[config.mk]
export PLATFORM = sky130hd
export DESIGN_NAME = alu_op_sequencer
export DESIGN_NICKNAME = d
export VERILOG_FILES = /design/src/rtl/alu_pkg.sv /design/src/rtl/ALU.sv /design/src/rtl/alu_op_sequencer.sv
export SDC_FILE = /design/constraint.sdc
export NUM_CORES = 1
export LEC_CHECK = 0
export CAP_MARGIN = 30
export CORE_MARGIN = 2
export CORE_UTILIZATION = 30
export DETAILED_ROUTE_END_ITERATION = 7
export REMOVE_ABC_BUFFERS = 1
export SYNTH_ARGS = -nofsm -noshare
export SYNTH_HDL_FRONTEND = slang
export SYNTH_SLANG_ARGS = --single-unit
[constraint.sdc]
create_clock -name clk -period 4.55 [get_ports clk]
set_input_delay 1.1375 -clock clk [delete_from_list [all_inputs] [get_ports clk]]
set_output_delay 1.1375 -clock clk [all_outputs]
set_load 0.03 [all_outputs]
[src/rtl/alu_pkg.sv]
// rtl/alu_pkg.sv - shared ALU class/opcode encodings and sequencer states
package alu_pkg;

  // Operation class (fnclass) encodings
  localparam logic [1:0] SHIFT = 2'b00;
  localparam logic [1:0] RSVD  = 2'b01;
  localparam logic [1:0] ARITH = 2'b10;
  localparam logic [1:0] LOGIC = 2'b11;

  // Opcode encodings within a class
  localparam logic [1:0] ADD = 2'b00;
  localparam logic [1:0] SUB = 2'b11;
  localparam logic [1:0] AND = 2'b00;
  localparam logic [1:0] SHL = 2'b01;

  typedef enum logic [1:0] {
    IDLE = 2'b00,
    EXEC = 2'b01,
    RESP = 2'b10
  } state_t;

endpackage

[src/rtl/ALU.sv]
// rtl/ALU.sv - combinational ALU: shift, arithmetic and logic classes with flags
module ALU
  import alu_pkg::*;
#(
  parameter int N = 32
) (
  input  logic [N-1:0] a,
  input  logic [N-1:0] b,
  input  logic [1:0]   opcode,
  input  logic [1:0]   fnclass,
  output logic [N-1:0] out,
  output logic         zerof,
  output logic         ovf,
  output logic         c_out
);

  localparam int SW = $clog2(N);

  logic [N:0]    sum;
  logic [N-1:0]  b_eff;
  logic [SW-1:0] sh;

  // Result and flags; subtract is a + ~b + 1, so c_out means "no borrow"
  always_comb begin
    out   = '0;
    ovf   = 1'b0;
    c_out = 1'b0;
    sum   = '0;
    b_eff = b;
    sh    = b[SW-1:0];
    case (fnclass)
      ARITH: begin
        b_eff = (opcode == SUB) ? ~b : b;
        sum   = {1'b0, a} + {1'b0, b_eff} + {{N{1'b0}}, (opcode == SUB)};
        out   = sum[N-1:0];
        c_out = sum[N];
        ovf   = (a[N-1] == b_eff[N-1]) && (out[N-1] != a[N-1]);
      end
      LOGIC: begin
        case (opcode)
          2'b00:   out = a & b;
          2'b01:   out = a | b;
          2'b10:   out = a ^ b;
          default: out = ~(a | b);
        endcase
      end
      SHIFT: begin
        case (opcode)
          2'b00:   out = a >> sh;
          2'b01:   out = a << sh;
          2'b10:   out = $unsigned($signed(a) >>> sh);
          default: out = (a << sh) | (a >> (N - int'(sh)));
        endcase
      end
      default: out = '0;
    endcase
    zerof = (out == '0);
  end

endmodule

[src/rtl/alu_op_sequencer.sv]
// rtl/alu_op_sequencer.sv - valid/ready command/response wrapper around ALU
module alu_op_sequencer
  import alu_pkg::*;
#(
  parameter int N = 32
) (
  input  logic         clk,
  input  logic         rst,
  input  logic         cmd_valid,
  output logic         cmd_ready,
  input  logic [N-1:0] cmd_a,
  input  logic [N-1:0] cmd_b,
  input  logic [1:0]   cmd_opcode,
  input  logic [1:0]   cmd_fnclass,
  output logic         rsp_valid,
  input  logic         rsp_ready,
  output logic [N-1:0] rsp_out,
  output logic         rsp_zerof,
  output logic         rsp_ovf,
  output logic         rsp_cout,
  output logic         rsp_err,
  output logic         ovf_sticky,
  input  logic         clr_sticky,
  output logic [15:0]  op_count
);

  state_t       state_q, state_d;
  logic [N-1:0] a_q, b_q;
  logic [1:0]   opcode_q, fnclass_q;
  logic [N-1:0] alu_out;
  logic         alu_zerof, alu_ovf, alu_cout;
  logic         accept, done;

  ALU #(.N(N)) u_alu (
    .a       (a_q),
    .b       (b_q),
    .opcode  (opcode_q),
    .fnclass (fnclass_q),
    .out     (alu_out),
    .zerof   (alu_zerof),
    .ovf     (alu_ovf),
    .c_out   (alu_cout)
  );

  // Next state and handshake outputs; reserved class skips EXEC
  always_comb begin
    state_d   = state_q;
    cmd_ready = (state_q == IDLE);
    rsp_valid = (state_q == RESP);
    accept    = cmd_valid && (state_q == IDLE);
    done      = rsp_ready && (state_q == RESP);
    case (state_q)
      IDLE:    if (cmd_valid) state_d = (cmd_fnclass == RSVD) ? RESP : EXEC;
      EXEC:    state_d = RESP;
      RESP:    if (rsp_ready) state_d = IDLE;
      default: state_d = IDLE;
    endcase
  end

  // State register
  always_ff @(posedge clk) begin
    if (rst) state_q <= IDLE;
    else     state_q <= state_d;
  end

  // ALU drive registers; a reserved command leaves the previous operands in place
  always_ff @(posedge clk) begin
    if (rst) begin
      a_q       <= '0;
      b_q       <= '0;
      opcode_q  <= '0;
      fnclass_q <= '0;
    end else if (accept && (cmd_fnclass != RSVD)) begin
      a_q       <= cmd_a;
      b_q       <= cmd_b;
      opcode_q  <= cmd_opcode;
      fnclass_q <= cmd_fnclass;
    end
  end

  // Response registers: error response on reserved accept, ALU capture at end of EXEC
  always_ff @(posedge clk) begin
    if (rst) begin
      rsp_out   <= '0;
      rsp_zerof <= 1'b0;
      rsp_ovf   <= 1'b0;
      rsp_cout  <= 1'b0;
      rsp_err   <= 1'b0;
    end else if (accept && (cmd_fnclass == RSVD)) begin
      rsp_out   <= '0;
      rsp_zerof <= 1'b0;
      rsp_ovf   <= 1'b0;
      rsp_cout  <= 1'b0;
      rsp_err   <= 1'b1;
    end else if (state_q == EXEC) begin
      rsp_out   <= alu_out;
      rsp_zerof <= alu_zerof;
      rsp_ovf   <= alu_ovf;
      rsp_cout  <= alu_cout;
      rsp_err   <= 1'b0;
    end
  end

  // Completion bookkeeping; a set from an overflowing completion beats a clear
  always_ff @(posedge clk) begin
    if (rst) begin
      op_count   <= '0;
      ovf_sticky <= 1'b0;
    end else begin
      if (done) op_count <= op_count + 16'd1;
      if (done && rsp_ovf) ovf_sticky <= 1'b1;
      else if (clr_sticky) ovf_sticky <= 1'b0;
    end
  end

endmodule

==> flow_metrics.py <==
metrics = {
    "pwr": {
        "power_density_nw_per_um2": 244.9,
        "max-vdd-ir-drop_mv": 0.2849,
        "power.leakage_uw": 0.007807,
    },
    "logic_synthesis": {
        "async_flop_share_pct": 0,
        "syn_avg_cell_area_um2": 7.617,
        "synth_top_flop_cell": "dfxtp_1",
        "synth_warnings": 0,
        "synth-edff-count": 0,
        "synthCells": 2123,
        "yosysSeqAreaShare_pct": 15.23,
        "ys_types": 89,
        "synth-seq-cells": 123,
        "syn_area_um2": 16170,
    },
    "timing": {
        "layout_min_cycle_time_ps": 4398,
        "max_slew_margin_pct": 36.24,
        "skew_ps": 16.78,
        "rsz0062_at_grt": "no",
        "timing.hold.ws_ps": 470.4,
        "period_share_pct": 96.66,
        "hold_viol_final": 0,
        "worstMarginPinSlew_ps": 946.4,
        "tns_ps": 0,
        "final-max-slew-violation-count": 0,
        "setup_viol": 0,
        "fmax_mhz": 227.4,
    },
    "worst_setup_path": {
        "cp_slowest_cell": "mux4_2",
        "worst_path_largest_cell_delay_ps": 560,
        "r2r_end": "rsp_zerof$_SDFFE_PP0P_",
        "crit_top_cell": "buf_4",
        "critical_path_class": "flip-flop to flip-flop",
        "ff2ff_path_depth": 16,
        "path_cells": "buf_16, buf_12, mux4_2, a222oi_1, buf_4, o21ai_0, a31oi_1, o21ai_1, a222oi_1, buf_4, nand4_1, nor4_1, buf_4, nand4_1, or4_1, o32ai_2",
        "worstPathRequired_ps": 4930,
        "r2r_slack_ps": 150,
        "cp-start-kind": "flip-flop",
        "crit-reg2reg-launch": "b_q[1]$_SDFFE_PP0P_",
        "cp_max_fo": 19,
        "cp-end-kind": "flip-flop",
        "crit_arrival_ps": 4770,
    },
    "die": {
        "die_area_um2": 55770,
        "die_w_um": 236.2,
        "core_area_um2": 53600,
        "die_h_um": 236.2,
        "num_rows": 85,
        "pin_count": 128,
        "initial_utilization_pct": 30.17,
    },
    "min_path": {
        "min-delay-start": "rsp_out[3]$_SDFFE_PP0P_",
        "hold_class": "flip-flop to flip-flop",
        "hold_end": "rsp_out[3]$_SDFFE_PP0P_",
        "whs_path_depth": 2,
    },
    "drt": {
        "vias_per_cell": 6.056,
        "drt_pass1_iterations": 5,
        "wl_um": 86940,
        "drt_iter0_markers": 2183,
        "drtAntennaViolNets": 0,
        "vias": 18540,
        "wire_per_inst_um": 28.40,
        "drc_errors": 0,
    },
    "clock_tree": {
        "cts_tree": "built",
        "cts_max_level": 4,
        "clk_pin_slew_ps": 60,
        "clockBufferDepth": 2,
        "cts_buffers": 17,
        "cts-root-buf": "clkbuf_16",
        "clkSinkCount": 123,
        "clkLatencyLatePin_ps": 460,
        "cts_hold_buf": 0,
    },
    "outcome": {
        "status": "finished clean",
    },
    "cells_and_area": {
        "fill_cells": 5694,
        "layout.nets": 2530,
        "syn_to_final_growth_pct": 27.04,
        "drive_gt1_share_pct": 20.34,
        "antenna_cells": 0,
    },
    "grt": {
        "grt_first_pass_wirelength_um": 124500,
        "grt_max_degree": 74,
        "grt_overflow": 0,
        "grt_pass1_vias": 17610,
        "grt_use_total_pct": 30.42,
        "antenna_found_initial": 0,
    },
    "job": {
        "drv_cap": 0,
    },
    "placed_design": {
        "io_buffers": 127,
        "hpwl_um": 66620,
        "routabilityCongestion": 1.071,
    },
}
## metrics by stage
| stage | std cells | total power [µW] | utilization (%) | worst slack, ps | instance area, µm² |
|---|---|---|---|---|---|
| finish | 3061 | 5031 | 38.33 | 151.9 | 20540 |
| global route | 3061 | 5222 | 38.33 | 54.31 | 20540 |
| CTS | 3059 | 4974 | 38.10 | 35.48 | 20420 |
| detailed placement | 3025 | 3644 | 37.06 | -44.46 | 19860 |
| global placement | 3025 | 3650 | 37.06 | -204.5 | 19860 |
| floorplan | 1924 | 2476 | - | -4458 | 15300 |
## final cells by class
type                    instances  area (µm²)  share of cell area (%)
multi-input cells            1722       12640                   61.51
repair buffers                409        3715                   18.08
flip-flops and latches        123        2480                   12.07
well taps                     696       870.8                   4.239
clock buffers                  21       450.4                   2.193
inverters                      79       296.5                   1.443
clock inverters                11       95.09                  0.4629
## cells in the final DEF (no fill, tap or decap), drive strengths merged, types with 8 or more instances in the layout
| cell type | synthesis | layout |
|---|---|---|
| nor2b | 25 | 25 |
| and2 | 18 | 18 |
| clkinv | 4 | 11 |
| o2111ai | 9 | 9 |
| mux2i | 112 | 112 |
| nand4 | 14 | 14 |
| mux4 | 75 | 75 |
| inv | 75 | 77 |
| o211ai | 30 | 30 |
| buf | 69 | 282 |
| or3 | 12 | 12 |
| nor2 | 182 | 182 |
| nand3 | 38 | 38 |
| a21oi | 183 | 183 |
| clkbuf | 130 | 22 |
| or2 | 8 | 8 |
| mux2 | 52 | 52 |
| nor3 | 39 | 39 |
| o21a | 10 | 10 |
| and3 | 12 | 12 |
| xor2 | 21 | 21 |
| xnor2 | 83 | 83 |
| a221oi | 16 | 16 |
| nand2b | 13 | 13 |
| o21ai | 96 | 96 |
| nand2 | 300 | 300 |
| a22oi | 14 | 14 |
| dfxtp | 123 | 123 |
| a32oi | 8 | 8 |
| clkdlybuf4s50 | 0 | 126 |
| o22ai | 31 | 31 |
| a31oi | 20 | 20 |
| nor4 | 10 | 10 |
| ha | 104 | 104 |
| o31ai | 10 | 10 |
| a211oi | 56 | 56 |
## how the worst max path moves through the flow
| stage | start | end |
|---|---|---|
| final | b_q[1]$_SDFFE_PP0P_ | rsp_zerof$_SDFFE_PP0P_ |
| after global routing | opcode_q[1]$_SDFFE_PP0P_ | rsp_zerof$_SDFFE_PP0P_ |
| after CTS | b_q[1]$_SDFFE_PP0P_ | rsp_zerof$_SDFFE_PP0P_ |
| after detailed placement | b_q[1]$_SDFFE_PP0P_ | rsp_zerof$_SDFFE_PP0P_ |
| after global placement | b_q[1]$_SDFFE_PP0P_ | rsp_zerof$_SDFFE_PP0P_ |
| after floorplan | b_q[1]$_SDFFE_PP0P_ | rsp_zerof$_SDFFE_PP0P_ |
## timing repair
| action | in CTS | in global routing |
|---|---|---|
| buffers inserted | 2 | 1 |
| pin swaps | 1 | 1 |
| setup endpoints to repair | 1 | 3 |
| resized for setup | 0 | 20 |
| cloned | 0 | 1 |
## sequential cells by signal, summed over array words and instances, names as in the netlist, 2 cells and up
register and cells:
state_q 2, opcode_q 2, rsp_out 32, a_q 32, fnclass_q 2, op_count 16
b_q 32
## Yosys cell counts (10+ instances only)
cell | count | area [µm²]
nand2b_1 | 13 | 81.33
a221oi_1 | 16 | 140.1
nand2_1 | 300 | 1126
o21a_1 | 10 | 75.07
nor2_1 | 182 | 683.2
buf_2 | 33 | 165.2
mux2_2 | 51 | 574.3
nand4_1 | 14 | 87.58
a21oi_1 | 183 | 915.9
xnor2_1 | 83 | 727.0
xor2_1 | 21 | 183.9
ha_1 | 104 | 1301
a31oi_1 | 20 | 125.1
nand3_1 | 38 | 190.2
mux4_2 | 72 | 1622
and2_1 | 17 | 106.4
and3_1 | 12 | 75.07
mux2i_1 | 112 | 1121
o22ai_1 | 31 | 193.9
inv_1 | 74 | 277.8
o211ai_1 | 30 | 225.2
a211oi_1 | 55 | 412.9
nor3_1 | 39 | 195.2
o21ai_0 | 94 | 470.5
buf_1 | 23 | 86.33
nor2b_1 | 25 | 156.4
a22oi_1 | 14 | 105.1
clkbuf_1 | 130 | 488.0
dfxtp_1 | 123 | 2462
or3_1 | 12 | 75.07
## layer usage
metal	share of wire, %	vias to the layer above	track usage [%]
li1	-	8237	-
met5	0	-	0
met4	6.0	0	16.80
met2	44	1034	46.81
met1	42	9081	40.78
met3	8.3	184	4.587
## cell families after synthesis
kind of cell | share of synthesized area (%)
DFF | 15.23
AOI/OAI and AO/OA | 23.91
and+or+nand+nor | 18.76
buffers and inverters | 7.227
muxes | 21.07
adders and majority gates | 8.171
xor gates and xnor gates | 5.633
## where the power goes
group | total (µW) | internal, µW | leakage [µW] | switching [µW]
combinational | 2500 | 1010 | 0.00653 | 1490
sequential | 1230 | 1140 | 0.00101 | 92.4
clock | 1310 | 761 | 0.000271 | 544
## critical path: cells and delay by family (launching register included)
kind            cells  cell delay [ps]
compound gates      6             1360
buf+inv             5              930
flops               1              400
mux                 1              560
simple gates        4             1050
Power figures use the tool's default switching activity.
